<file path="src/rtl/rv_ctrl_pkg.sv">
// Shared encodings for the multi-cycle RISC-V control FSM: opcodes, FSM states
// and the datapath mux/ALU select codes.
package rv_ctrl_pkg;

  localparam logic [6:0] OP_LW   = 7'b0000011;
  localparam logic [6:0] OP_SW   = 7'b0100011;
  localparam logic [6:0] OP_RTYP = 7'b0110011;
  localparam logic [6:0] OP_ITYP = 7'b0010011;
  localparam logic [6:0] OP_BEQ  = 7'b1100011;
  localparam logic [6:0] OP_JAL  = 7'b1101111;

  typedef enum logic [3:0] {
    S_FETCH,
    S_DECODE,
    S_MEMADR,
    S_MEMREAD,
    S_MEMWB,
    S_MEMWRITE,
    S_EXECR,
    S_EXECI,
    S_ALUWB,
    S_BEQ,
    S_JAL,
    S_FAULT
  } state_t;

  localparam logic [1:0] ALUOP_ADD   = 2'b00;
  localparam logic [1:0] ALUOP_SUB   = 2'b01;
  localparam logic [1:0] ALUOP_FUNCT = 2'b10;

  localparam logic [1:0] RES_ALUOUT = 2'b00;
  localparam logic [1:0] RES_MEM    = 2'b01;
  localparam logic [1:0] RES_ALU    = 2'b10;

  localparam logic [1:0] SRCA_PC    = 2'b00;
  localparam logic [1:0] SRCA_OLDPC = 2'b01;
  localparam logic [1:0] SRCA_RS1   = 2'b10;

  localparam logic [1:0] SRCB_RS2  = 2'b00;
  localparam logic [1:0] SRCB_IMM  = 2'b01;
  localparam logic [1:0] SRCB_FOUR = 2'b10;

  localparam logic [1:0] FC_NONE    = 2'b00;
  localparam logic [1:0] FC_ILLEGAL = 2'b01;
  localparam logic [1:0] FC_TIMEOUT = 2'b10;

endpackage

</file>
<file path="src/rtl/multicycle_control_if.sv">
// Memory handshake and datapath control bundle between the control FSM
// (master) and the datapath/memory (slave).
interface multicycle_control_if;
  logic       mem_req;
  logic       mem_ready;
  logic       PCWrite;
  logic       AdrSrc;
  logic       MemWrite;
  logic       IRWrite;
  logic       RegWrite;
  logic [1:0] ResultSrc;
  logic [1:0] ALUSrcA;
  logic [1:0] ALUSrcB;
  logic [1:0] ALUOp;

  modport master (
    output mem_req, PCWrite, AdrSrc, MemWrite, IRWrite, RegWrite,
    output ResultSrc, ALUSrcA, ALUSrcB, ALUOp,
    input  mem_ready
  );

  modport slave (
    input  mem_req, PCWrite, AdrSrc, MemWrite, IRWrite, RegWrite,
    input  ResultSrc, ALUSrcA, ALUSrcB, ALUOp,
    output mem_ready
  );
endinterface

</file>
<file path="src/rtl/mc_output_decode.sv">
// Combinational state-to-control decode for the multi-cycle FSM.
// The JAL state decode exists only when MCCTRL_JAL_EN is defined.
module mc_output_decode
  import rv_ctrl_pkg::*;
(
  input  state_t     state,
  input  logic       mem_ready,
  input  logic       zero,
  output logic       mem_req,
  output logic       PCWrite,
  output logic       AdrSrc,
  output logic       MemWrite,
  output logic       IRWrite,
  output logic       RegWrite,
  output logic [1:0] ResultSrc,
  output logic [1:0] ALUSrcA,
  output logic [1:0] ALUSrcB,
  output logic [1:0] ALUOp
);
  logic pc_update;
  logic branch;

  always_comb begin
    mem_req   = 1'b0;
    AdrSrc    = 1'b0;
    MemWrite  = 1'b0;
    IRWrite   = 1'b0;
    RegWrite  = 1'b0;
    ResultSrc = RES_ALUOUT;
    ALUSrcA   = SRCA_PC;
    ALUSrcB   = SRCB_RS2;
    ALUOp     = ALUOP_ADD;
    pc_update = 1'b0;
    branch    = 1'b0;
    case (state)
      S_FETCH: begin
        // IR load and PC+4 commit only once the instruction word is actually back
        mem_req   = 1'b1;
        ALUSrcB   = SRCB_FOUR;
        ResultSrc = RES_ALU;
        IRWrite   = mem_ready;
        pc_update = mem_ready;
      end
      S_DECODE: begin
        ALUSrcA = SRCA_OLDPC;
        ALUSrcB = SRCB_IMM;
      end
      S_MEMADR: begin
        ALUSrcA = SRCA_RS1;
        ALUSrcB = SRCB_IMM;
      end
      S_MEMREAD: begin
        mem_req = 1'b1;
        AdrSrc  = 1'b1;
      end
      S_MEMWB: begin
        ResultSrc = RES_MEM;
        RegWrite  = 1'b1;
      end
      S_MEMWRITE: begin
        mem_req  = 1'b1;
        AdrSrc   = 1'b1;
        MemWrite = 1'b1;
      end
      S_EXECR: begin
        ALUSrcA = SRCA_RS1;
        ALUOp   = ALUOP_FUNCT;
      end
      S_EXECI: begin
        ALUSrcA = SRCA_RS1;
        ALUSrcB = SRCB_IMM;
        ALUOp   = ALUOP_FUNCT;
      end
      S_ALUWB: RegWrite = 1'b1;
      S_BEQ: begin
        ALUSrcA = SRCA_RS1;
        ALUOp   = ALUOP_SUB;
        branch  = 1'b1;
      end
`ifdef MCCTRL_JAL_EN
      S_JAL: begin
        ALUSrcA   = SRCA_OLDPC;
        ALUSrcB   = SRCB_FOUR;
        pc_update = 1'b1;
      end
`endif
      default: ;
    endcase
  end

  assign PCWrite = pc_update | (branch & zero);

endmodule

</file>
<file path="src/rtl/multicycle_control.sv">
// Multi-cycle RISC-V control FSM with memory stall watchdog, sticky fault and
// retired-instruction counter. Define MCCTRL_JAL_EN to accept jal.
module multicycle_control
  import rv_ctrl_pkg::*;
#(
  parameter int TIMEOUT_CYCLES = 16,
  parameter int CNT_W          = 32
) (
  input  logic                  clk,
  input  logic                  rst_n,
  input  logic [6:0]            opcode,
  input  logic                  zero,
  multicycle_control_if.master  bus,
  output logic                  fault,
  output logic [1:0]            fault_code,
  output logic [CNT_W-1:0]      instret
);
  localparam int                STALL_W    = $clog2(TIMEOUT_CYCLES);
  localparam logic [STALL_W-1:0] STALL_LAST = STALL_W'(TIMEOUT_CYCLES - 1);

  state_t               state_q;
  state_t               state_d;
  logic [6:0]           opcode_q;
  logic [STALL_W-1:0]   stall_q;
  logic [1:0]           code_d;
  logic [1:0]           code_q;
  logic                 fault_q;
  logic [CNT_W-1:0]     instret_q;
  logic                 stall_expired;
  logic                 retire;

  always_ff @(posedge clk or negedge rst_n) begin
    if (!rst_n) state_q <= S_FETCH;
    else        state_q <= state_d;
  end

  // A ready in the last permitted stall cycle still completes the access
  assign stall_expired = bus.mem_req && !bus.mem_ready && (stall_q == STALL_LAST);

  always_comb begin
    state_d = state_q;
    code_d  = FC_NONE;
    case (state_q)
      S_FETCH: if (bus.mem_ready) state_d = S_DECODE;
      S_DECODE: begin
        case (opcode)
          OP_LW, OP_SW: state_d = S_MEMADR;
          OP_RTYP:      state_d = S_EXECR;
          OP_ITYP:      state_d = S_EXECI;
          OP_BEQ:       state_d = S_BEQ;
`ifdef MCCTRL_JAL_EN
          OP_JAL:       state_d = S_JAL;
`endif
          default: begin
            state_d = S_FAULT;
            code_d  = FC_ILLEGAL;
          end
        endcase
      end
      S_MEMADR:   state_d = (opcode_q == OP_LW) ? S_MEMREAD : S_MEMWRITE;
      S_MEMREAD:  if (bus.mem_ready) state_d = S_MEMWB;
      S_MEMWB:    state_d = S_FETCH;
      S_MEMWRITE: if (bus.mem_ready) state_d = S_FETCH;
      S_EXECR:    state_d = S_ALUWB;
      S_EXECI:    state_d = S_ALUWB;
      S_ALUWB:    state_d = S_FETCH;
      S_BEQ:      state_d = S_FETCH;
`ifdef MCCTRL_JAL_EN
      S_JAL:      state_d = S_ALUWB;
`endif
      S_FAULT:    state_d = S_FAULT;
      default:    state_d = S_FAULT;
    endcase
    if (stall_expired) begin
      state_d = S_FAULT;
      code_d  = FC_TIMEOUT;
    end
  end

  mc_output_decode u_decode (
    .state     (state_q),
    .mem_ready (bus.mem_ready),
    .zero      (zero),
    .mem_req   (bus.mem_req),
    .PCWrite   (bus.PCWrite),
    .AdrSrc    (bus.AdrSrc),
    .MemWrite  (bus.MemWrite),
    .IRWrite   (bus.IRWrite),
    .RegWrite  (bus.RegWrite),
    .ResultSrc (bus.ResultSrc),
    .ALUSrcA   (bus.ALUSrcA),
    .ALUSrcB   (bus.ALUSrcB),
    .ALUOp     (bus.ALUOp)
  );

  assign retire = (state_d == S_FETCH) &&
                  (state_q inside {S_MEMWB, S_MEMWRITE, S_ALUWB, S_BEQ});

  always_ff @(posedge clk or negedge rst_n) begin
    if (!rst_n) begin
      opcode_q  <= '0;
      stall_q   <= '0;
      fault_q   <= 1'b0;
      code_q    <= FC_NONE;
      instret_q <= '0;
    end else begin
      if (state_q == S_DECODE) opcode_q <= opcode;
      if (bus.mem_ready || (state_d != state_q)) stall_q <= '0;
      else if (bus.mem_req)                      stall_q <= stall_q + 1'b1;
      if ((state_q != S_FAULT) && (state_d == S_FAULT)) begin
        fault_q <= 1'b1;
        code_q  <= code_d;
      end
      if (retire) instret_q <= instret_q + 1'b1;
    end
  end

  assign fault      = fault_q;
  assign fault_code = code_q;
  assign instret    = instret_q;

endmodule

</file>
<file path="src/flat_wrapper.sv">
// flat-port wrapper written by rule: the top's interface ports become plain ports
module multicycle_control_flat import rv_ctrl_pkg::*;
#(
  parameter int TIMEOUT_CYCLES = 16,
  parameter int CNT_W          = 32
)
  (clk, rst_n, opcode, zero, fault, fault_code, instret, bus_mem_req, bus_PCWrite, bus_AdrSrc, bus_MemWrite, bus_IRWrite, bus_RegWrite, bus_ResultSrc, bus_ALUSrcA, bus_ALUSrcB, bus_ALUOp, bus_mem_ready);
  multicycle_control_if bus_i ();
  input  logic clk;
  input  logic rst_n;
  input  logic [6:0] opcode;
  input  logic zero;
  output logic fault;
  output logic [1:0] fault_code;
  output logic [CNT_W-1:0] instret;
  output wire logic [$bits(bus_i.mem_req)-1:0] bus_mem_req;
  output wire logic [$bits(bus_i.PCWrite)-1:0] bus_PCWrite;
  output wire logic [$bits(bus_i.AdrSrc)-1:0] bus_AdrSrc;
  output wire logic [$bits(bus_i.MemWrite)-1:0] bus_MemWrite;
  output wire logic [$bits(bus_i.IRWrite)-1:0] bus_IRWrite;
  output wire logic [$bits(bus_i.RegWrite)-1:0] bus_RegWrite;
  output wire logic [$bits(bus_i.ResultSrc)-1:0] bus_ResultSrc;
  output wire logic [$bits(bus_i.ALUSrcA)-1:0] bus_ALUSrcA;
  output wire logic [$bits(bus_i.ALUSrcB)-1:0] bus_ALUSrcB;
  output wire logic [$bits(bus_i.ALUOp)-1:0] bus_ALUOp;
  input wire logic [$bits(bus_i.mem_ready)-1:0] bus_mem_ready;
  assign bus_mem_req = bus_i.mem_req;
  assign bus_PCWrite = bus_i.PCWrite;
  assign bus_AdrSrc = bus_i.AdrSrc;
  assign bus_MemWrite = bus_i.MemWrite;
  assign bus_IRWrite = bus_i.IRWrite;
  assign bus_RegWrite = bus_i.RegWrite;
  assign bus_ResultSrc = bus_i.ResultSrc;
  assign bus_ALUSrcA = bus_i.ALUSrcA;
  assign bus_ALUSrcB = bus_i.ALUSrcB;
  assign bus_ALUOp = bus_i.ALUOp;
  assign bus_i.mem_ready = bus_mem_ready;
  multicycle_control #(.TIMEOUT_CYCLES(TIMEOUT_CYCLES), .CNT_W(CNT_W)) u_core (.clk(clk), .rst_n(rst_n), .opcode(opcode), .zero(zero), .bus(bus_i), .fault(fault), .fault_code(fault_code), .instret(instret));
endmodule
</file>
<file path="config.mk">
export PLATFORM = sky130hd
export DESIGN_NAME = multicycle_control_flat
export DESIGN_NICKNAME = d
export VERILOG_FILES = /design/src/rtl/rv_ctrl_pkg.sv /design/src/rtl/multicycle_control_if.sv /design/src/rtl/mc_output_decode.sv /design/src/rtl/multicycle_control.sv /design/src/flat_wrapper.sv
export SDC_FILE = /design/constraint.sdc
export NUM_CORES = 1
export LEC_CHECK = 0
export BUFFER_PORTS_ARGS = -buffer_cell sky130_fd_sc_hd__buf_2
export CORE_MARGIN = 2
export CORE_UTILIZATION = 49
export DETAILED_ROUTE_END_ITERATION = 10
export GPL_TIMING_DRIVEN = 0
export PLACE_DENSITY = 0.83
export SYNTH_ARGS = -nofsm -noshare
export SYNTH_HDL_FRONTEND = slang
export SYNTH_SLANG_ARGS = --single-unit
</file>
<file path="constraint.sdc">
create_clock -name clk -period 2.2 [get_ports clk]
set_input_delay 0.22 -clock clk [delete_from_list [all_inputs] [get_ports clk]]
set_output_delay 0.22 -clock clk [all_outputs]
set_load 0.01 [all_outputs]
</file>
# Word level (Yosys, flattened, before mapping)
# Index checks and enable logic that the tools add are counted.
# classes
reduce_logical	19
shift	0
div	0
n_mul	0
mux	22
order_cmp	0
add_sub_neg	2
eq_ne	19
bitwise_logic	2
# op_table
op	count
adder 32 x 1 -> 32 bit, second input constant	1
one-hot mux 4 bit (7 select lines)	1
2-to-1 mux 4 bit	6
== test 4 x 3 -> 1 bit, second input constant	4
== test 4 bit, second input constant	4
one-hot mux 2 bit (2 select lines)	4
one-hot mux 4 bit (4 select lines)	1
== test 7 x 2 -> 1 bit, second input constant	2
== test 7 x 6 -> 1 bit, second input constant	2
OR reduction 3 bit	3
== test 4 x 2 -> 1 bit, second input constant	2
zero test 4 bit	2
OR reduction 2 bit	4
== test 7 x 5 -> 1 bit, second input constant	1
== test 7 bit, second input constant	1
2-to-1 mux 1 bit	7
OR reduction 5 bit	1
adder 4 x 1 -> 4 bit, second input constant	1
== test 4 x 1 -> 1 bit, second input constant	1
logical AND 1 bit	4
2-to-1 mux 2 bit	2
!= test 4 bit	1
!= test 4 bit, second input constant	1
nonzero test 4 bit	1
other kinds (7)	7
# word_totals
mem_bits_rw	0
inputBits	11
latch_bits	0
wordCells	70
mem_count	0
output_inout_bits	49
register_bits	50
mem_bits_ro	0

# Depth between registers and ports, before layout
# logic_depth
depth_word	9
depth_mapped	9
ltp_nobuf	8

# Modules after synthesis
# From an unflattened synthesis, not the netlist that was laid out.
# hier_totals
cells_unflattened	267
area_unflattened_um2	2777.7
# by_module_without_submodules
module	instances	seq_area_each_um2	area_each_um2	cells_each
multicycle_control	1	1251.2	2575.0	236
mc_output_decode	1	0.0	202.7	31

# Worst setup path after synthesis
# OpenSTA, ideal clock, no wires.
# synth_timing
kind	reg-to-reg
startpoint	reg u_core.state_q[0]
endpoint	reg u_core.stall_q[0]
setup_slack_ps	145
t_arrival_ps	1932
path_stages_with_launch	8
period_less_slack_ps	2055
n_path_buf	1
cell_sequence	dfrtp_1 > buf_2 > or4b_1 > a41oi_2 > a311oi_4 > or3_1 > nand3_1 > nor3_1
# synth_via
elab_chain_cells	9
# synth_lines
item	line	rtl
from (decl)	multicycle_control.sv:21	state_t state_q;
from (signal assigned)	multicycle_control.sv:34	else state_q <= state_d;
== test 4 x 2 -> 1 bit, or another cell as far along	mc_output_decode.sv:35, multicycle_control.sv:43	
OR reduction 3 bit (no source line)	n/a	
2-to-1 mux 1 bit	mc_output_decode.sv:35	case (state)
logical AND 1 bit (2 in a row)	multicycle_control.sv:38	assign stall_expired = bus.mem_req && !bus.mem_ready && (stall_q == STALL_LAST);
2-to-1 mux 4 bit	multicycle_control.sv:74	if (stall_expired) begin
!= test 4 bit	multicycle_control.sv:108	if (bus.mem_ready || (state_d != state_q)) stall_q <= '0;
logical OR 1 bit	multicycle_control.sv:108	
2-to-1 mux 4 bit or nonzero test 2 bit (tied branches)	n/a	
to (signal assigned)	multicycle_control.sv:109	else if (bus.mem_req) stall_q <= stall_q + 1'b1;
to (decl)	multicycle_control.sv:24	logic [STALL_W-1:0] stall_q;
# Several ways; a longest one is shown, not always the timed one.
# A chain may end at the register's enable or synchronous reset.

# Worst setup path after layout
# layout_timing
startpoint	reg u_core.state_q[0]
endpoint	reg u_core.instret_q[1], in the netlist u_core.instret[1]
# layout_via
elab_chain_cells	8
# layout_lines
item	line	rtl
== test 4 x 2 -> 1 bit, or another cell as far along	mc_output_decode.sv:35, multicycle_control.sv:43	
OR reduction 3 bit (no source line)	n/a	
2-to-1 mux 1 bit	mc_output_decode.sv:35	
logical AND 1 bit (2 in a row)	multicycle_control.sv:38	
2-to-1 mux 4 bit	multicycle_control.sv:74	
zero test 4 bit	multicycle_control.sv:96	assign retire = (state_d == S_FETCH) &&
logical AND 1 bit (*)	multicycle_control.sv:96	
to (signal assigned)	multicycle_control.sv:114	if (retire) instret_q <= instret_q + 1'b1;
to (decl)	multicycle_control.sv:28	logic [CNT_W-1:0] instret_q;
# Mark *: on every way between the ends. The rest lies on a longest branch, timed or not.

==> impl_results.md <==
* Status: finished, violations left
* Failing checks: setup timing
* Vias/cell at 5.42
* First-pass DRT Iterations at 4
* Switch share at 0.219
* Final setup TNS at -0.0563 ns
* Clk network pwr share at 0.367
* Final Setup Violations at 2
* I/O pins at 60
* # hold bufs at CTS at 0
* Ys async rst share at 1.00
* Hold slack at 0.106 ns
* Pwr per Cell Area at 449 nW/um2
* Antenna-violating nets left at 0
* Startpoint types: flop
* Worst Path Arrival at 2.43 ns
* Starting Density at 0.499
* Skew-Pair Late Insertion Delay at 0.30 ns
* Final instance area at 3370 um2
* Prevailing post-synth register cell: dfrtp_1
* Static Leak at 1.73 nW
* FP Rows at 27
* First-pass GRT wire length at 9670 um
* Via count at 2282
* Vias in the first global route at 2090
* Largest net degree at the start of global routing at 51
* Reg2Reg Depth at 7
* Setup crit end: u_core.instret[1]$_DFFE_PN0P_
* Final Hold Vio Count at 0
* Post-Syn Area per Cell at 9.84 um2
* Kind of critical path: reg2reg
* Int Pwr at 1.18 mW
* Area Growth Syn to Fin at 24.2%
* Die ar. at 6150 um2
* CTS tree: yes
* Clock slew at reported path FFs at 0.09 ns
* Clock tree buffer depth at 2
* Final nets at 361
* 1st-iter DRT viols at 118
* CP Capture Type: flop
* Clk_skew at 0.00749 ns
* R2r setup slk at -0.04 ns
* Crit share post-route at 1.02
* Total CTS buffers at 5
* Psw at 0.332 mW
* Mapped Nets at 289
* Layout Utilization at 0.620
* Netlist cell types at 55
* Post-Synthesis Cells at 276
* Die Width at 78.4 um
* Data required, critical path at 2.39 ns
* Crit Path Max Fanout at 10
* Area post-placement at 3100 um2
* Tmin final at 2.24 ns
* Root Driver: clkbuf_8
* Seq/Total Area, Yosys at 0.461
* ANT cells at 0
* Combinational power share at 0.027
* Least-Margin Pin Slew at 1.08 ns
* CP Launch Point: u_core.state_q[0]$_DFF_PN0_
* Sequential share of power at 0.606
* Worst reg2reg startpoint: u_core.state_q[0]$_DFF_PN0_
* Worst setup margin at -0.0358 ns
* Dpl ws at -0.176 ns
* Worst IR Drop VDD at 0.471 mV
* Global Route Usage Sum at 0.196
* Ys Warns at 0
* WL/cell at 14.5 um
* Placer Congestion at 0.842
* EDFF count, synth at 0
* R2r endpoint: u_core.instret[1]$_DFFE_PN0P_
* Core box area at 5440 um2
* Slew Viols, Final at 0
* Routed Wire Length at 6120 um
* Max-Cap Viols at 0
* Unrepaired setup endpoints after global routing: yes
* Initial antenna violation count at 0
* Ratio of cells with drive above 1 in the final layout at 0.321
* FILL cells at 448
* F_max at 447 MHz
* Die Y at 78.4 um
* HP Class: in2async
* Post-DP HPWL at 4270 um
* Yosys reg bits at 50
* Post-Syn Area at 2720 um2
* Remaining DRCs at 0
* Max-slew headroom at the worst pin at 0.283
* CTS sink count at 50
* H-tree depth at 2
* Grt total ovfl at 0
* I/O Buffers at 59
## metrics by stage
step           instances  total power [mW]
2_1_floorplan        276             0.945
3_3_place_gp         407             0.977
3_5_place_dp         407             0.979
4_1_cts              418              1.52
5_1_grt              421              1.57
6_report             421              1.52
## cells in the final DEF (no fill, tap or decap), types with 3 or more instances in the layout
master	n
nor3_4	4
nand4_1	4
or3_1	3
nor2_1	14
buf_4	6
buf_2	62
nor4_2	3
nor2_2	4
xor2_1	17
clkbuf_1	4
nand3_1	11
and3_1	5
o21ai_0	8
mux2i_1	3
nand2b_1	5
clkbuf_8	6
and2_1	4
nor3_1	8
nor2b_1	5
a21oi_1	5
xnor2_1	18
inv_1	9
dfrtp_1	50
or2_2	4
nand2_1	36
## worst min-delay path by stage
stage / from / endpoint / slack [ns] / cells after the start
2_1_floorplan: rst_n / u_core.fault$_DFFE_PN0P_ / -0.08 / 0
3_3_place_gp: opcode[2] / u_core.opcode_q[2]$_DFFE_PN0P_ / 0.43 / 3
3_5_place_dp: opcode[0] / u_core.opcode_q[0]$_DFFE_PN0P_ / 0.44 / 3
4_1_cts: opcode[0] / u_core.opcode_q[0]$_DFFE_PN0P_ / 0.12 / 3
5_1_grt: opcode[0] / u_core.opcode_q[0]$_DFFE_PN0P_ / 0.12 / 3
6_report: rst_n / u_core.instret[22]$_DFFE_PN0P_ / 0.11 / 1
## flip-flops by register name, indices dropped and copies added (netlist names)
name and flops:
u_core.instret 32, u_core.opcode_q 7, u_core.stall_q 4, u_core.state_q 4, u_core.fault_code 2, u_core.fault 1
## power groups by stage
stage	registers [mW]	clock network [mW]	logic, mW
2_1_floorplan	0.937	0	0.00731
3_3_place_gp	0.937	0	0.0403
3_5_place_dp	0.937	0	0.0416
4_1_cts	0.919	0.560	0.0421
5_1_grt	0.919	0.606	0.0465
6_report	0.919	0.557	0.0406
## area by class of cell
type                       instances  area (um2)  share of cell area
buffer                            10        67.6              0.0200
clock buffer                       7        86.3              0.0256
clock inverter                     1        5.00             0.00148
inverter                          10        40.0              0.0119
multi-input combinational        206        1470               0.436
sequential                        50        1250               0.371
tap                               72        90.1              0.0267
timing repair buffer              65         362               0.107
## synth_stat cells (4+ instances only)
library cell   n  area, um2
dfrtp_1       50       1250
nand2_1       36        135
nor2_1        20       75.1
xnor2_1       18        158
xor2_1        17        149
nand3_1       12       60.1
inv_1          9       33.8
o21ai_0        9       45.0
nor3_1         8       40.0
a21oi_1        7       35.0
and3_1         5       31.3
nand2b_1       5       31.3
nor2b_1        5       31.3
and2_1         4       25.0
nand4_1        4       25.0
nor3_2         4       40.0
or2_2          4       25.0
## critical path, stage by stage (launching register included)
cell      delay (ns)
dfrtp_1         0.41
buf_2           0.20
or4b_4          0.56
a41oi_2         0.22
a311oi_4        0.09
buf_4           0.18
nand2_1         0.11
mux2_2          0.35
## cell families (layout without fill, tap and decap cells)
logic type               count (synthesis)  count (layout)  share of synthesized area
multiplexers                             5               5                     0.0194
AO/OA/AOI/OAI                           33              33                     0.0899
AND/OR/NAND/NOR                        131             131                      0.271
adder cells (fa/ha/maj)                  2               2                    0.00922
XOR/XNOR                                35              35                      0.113
flip-flops                              50              50                      0.461
buffers and inverters                   20              93                     0.0373
## per-layer routing
metal / share of wire / wire length (um) / GRT usage / vias up
li1: - / - / - / 1092
met1: 0.45 / 2770 / 0.273 / 1117
met2: 0.49 / 3000 / 0.316 / 61
met3: 0.041 / 252 / 0.0379 / 12
met4: 0.017 / 102 / 0.0561 / 0
met5: 0 / 0 / 0 / -
## repair_timing
item	4_1_cts	5_1_grt
gates resized for setup	10	17
buffers inserted	3	2
pin swaps	7	10
cloned	0	1
setup endpoints to repair	25	21
Power figures use the tool's default switching activity.
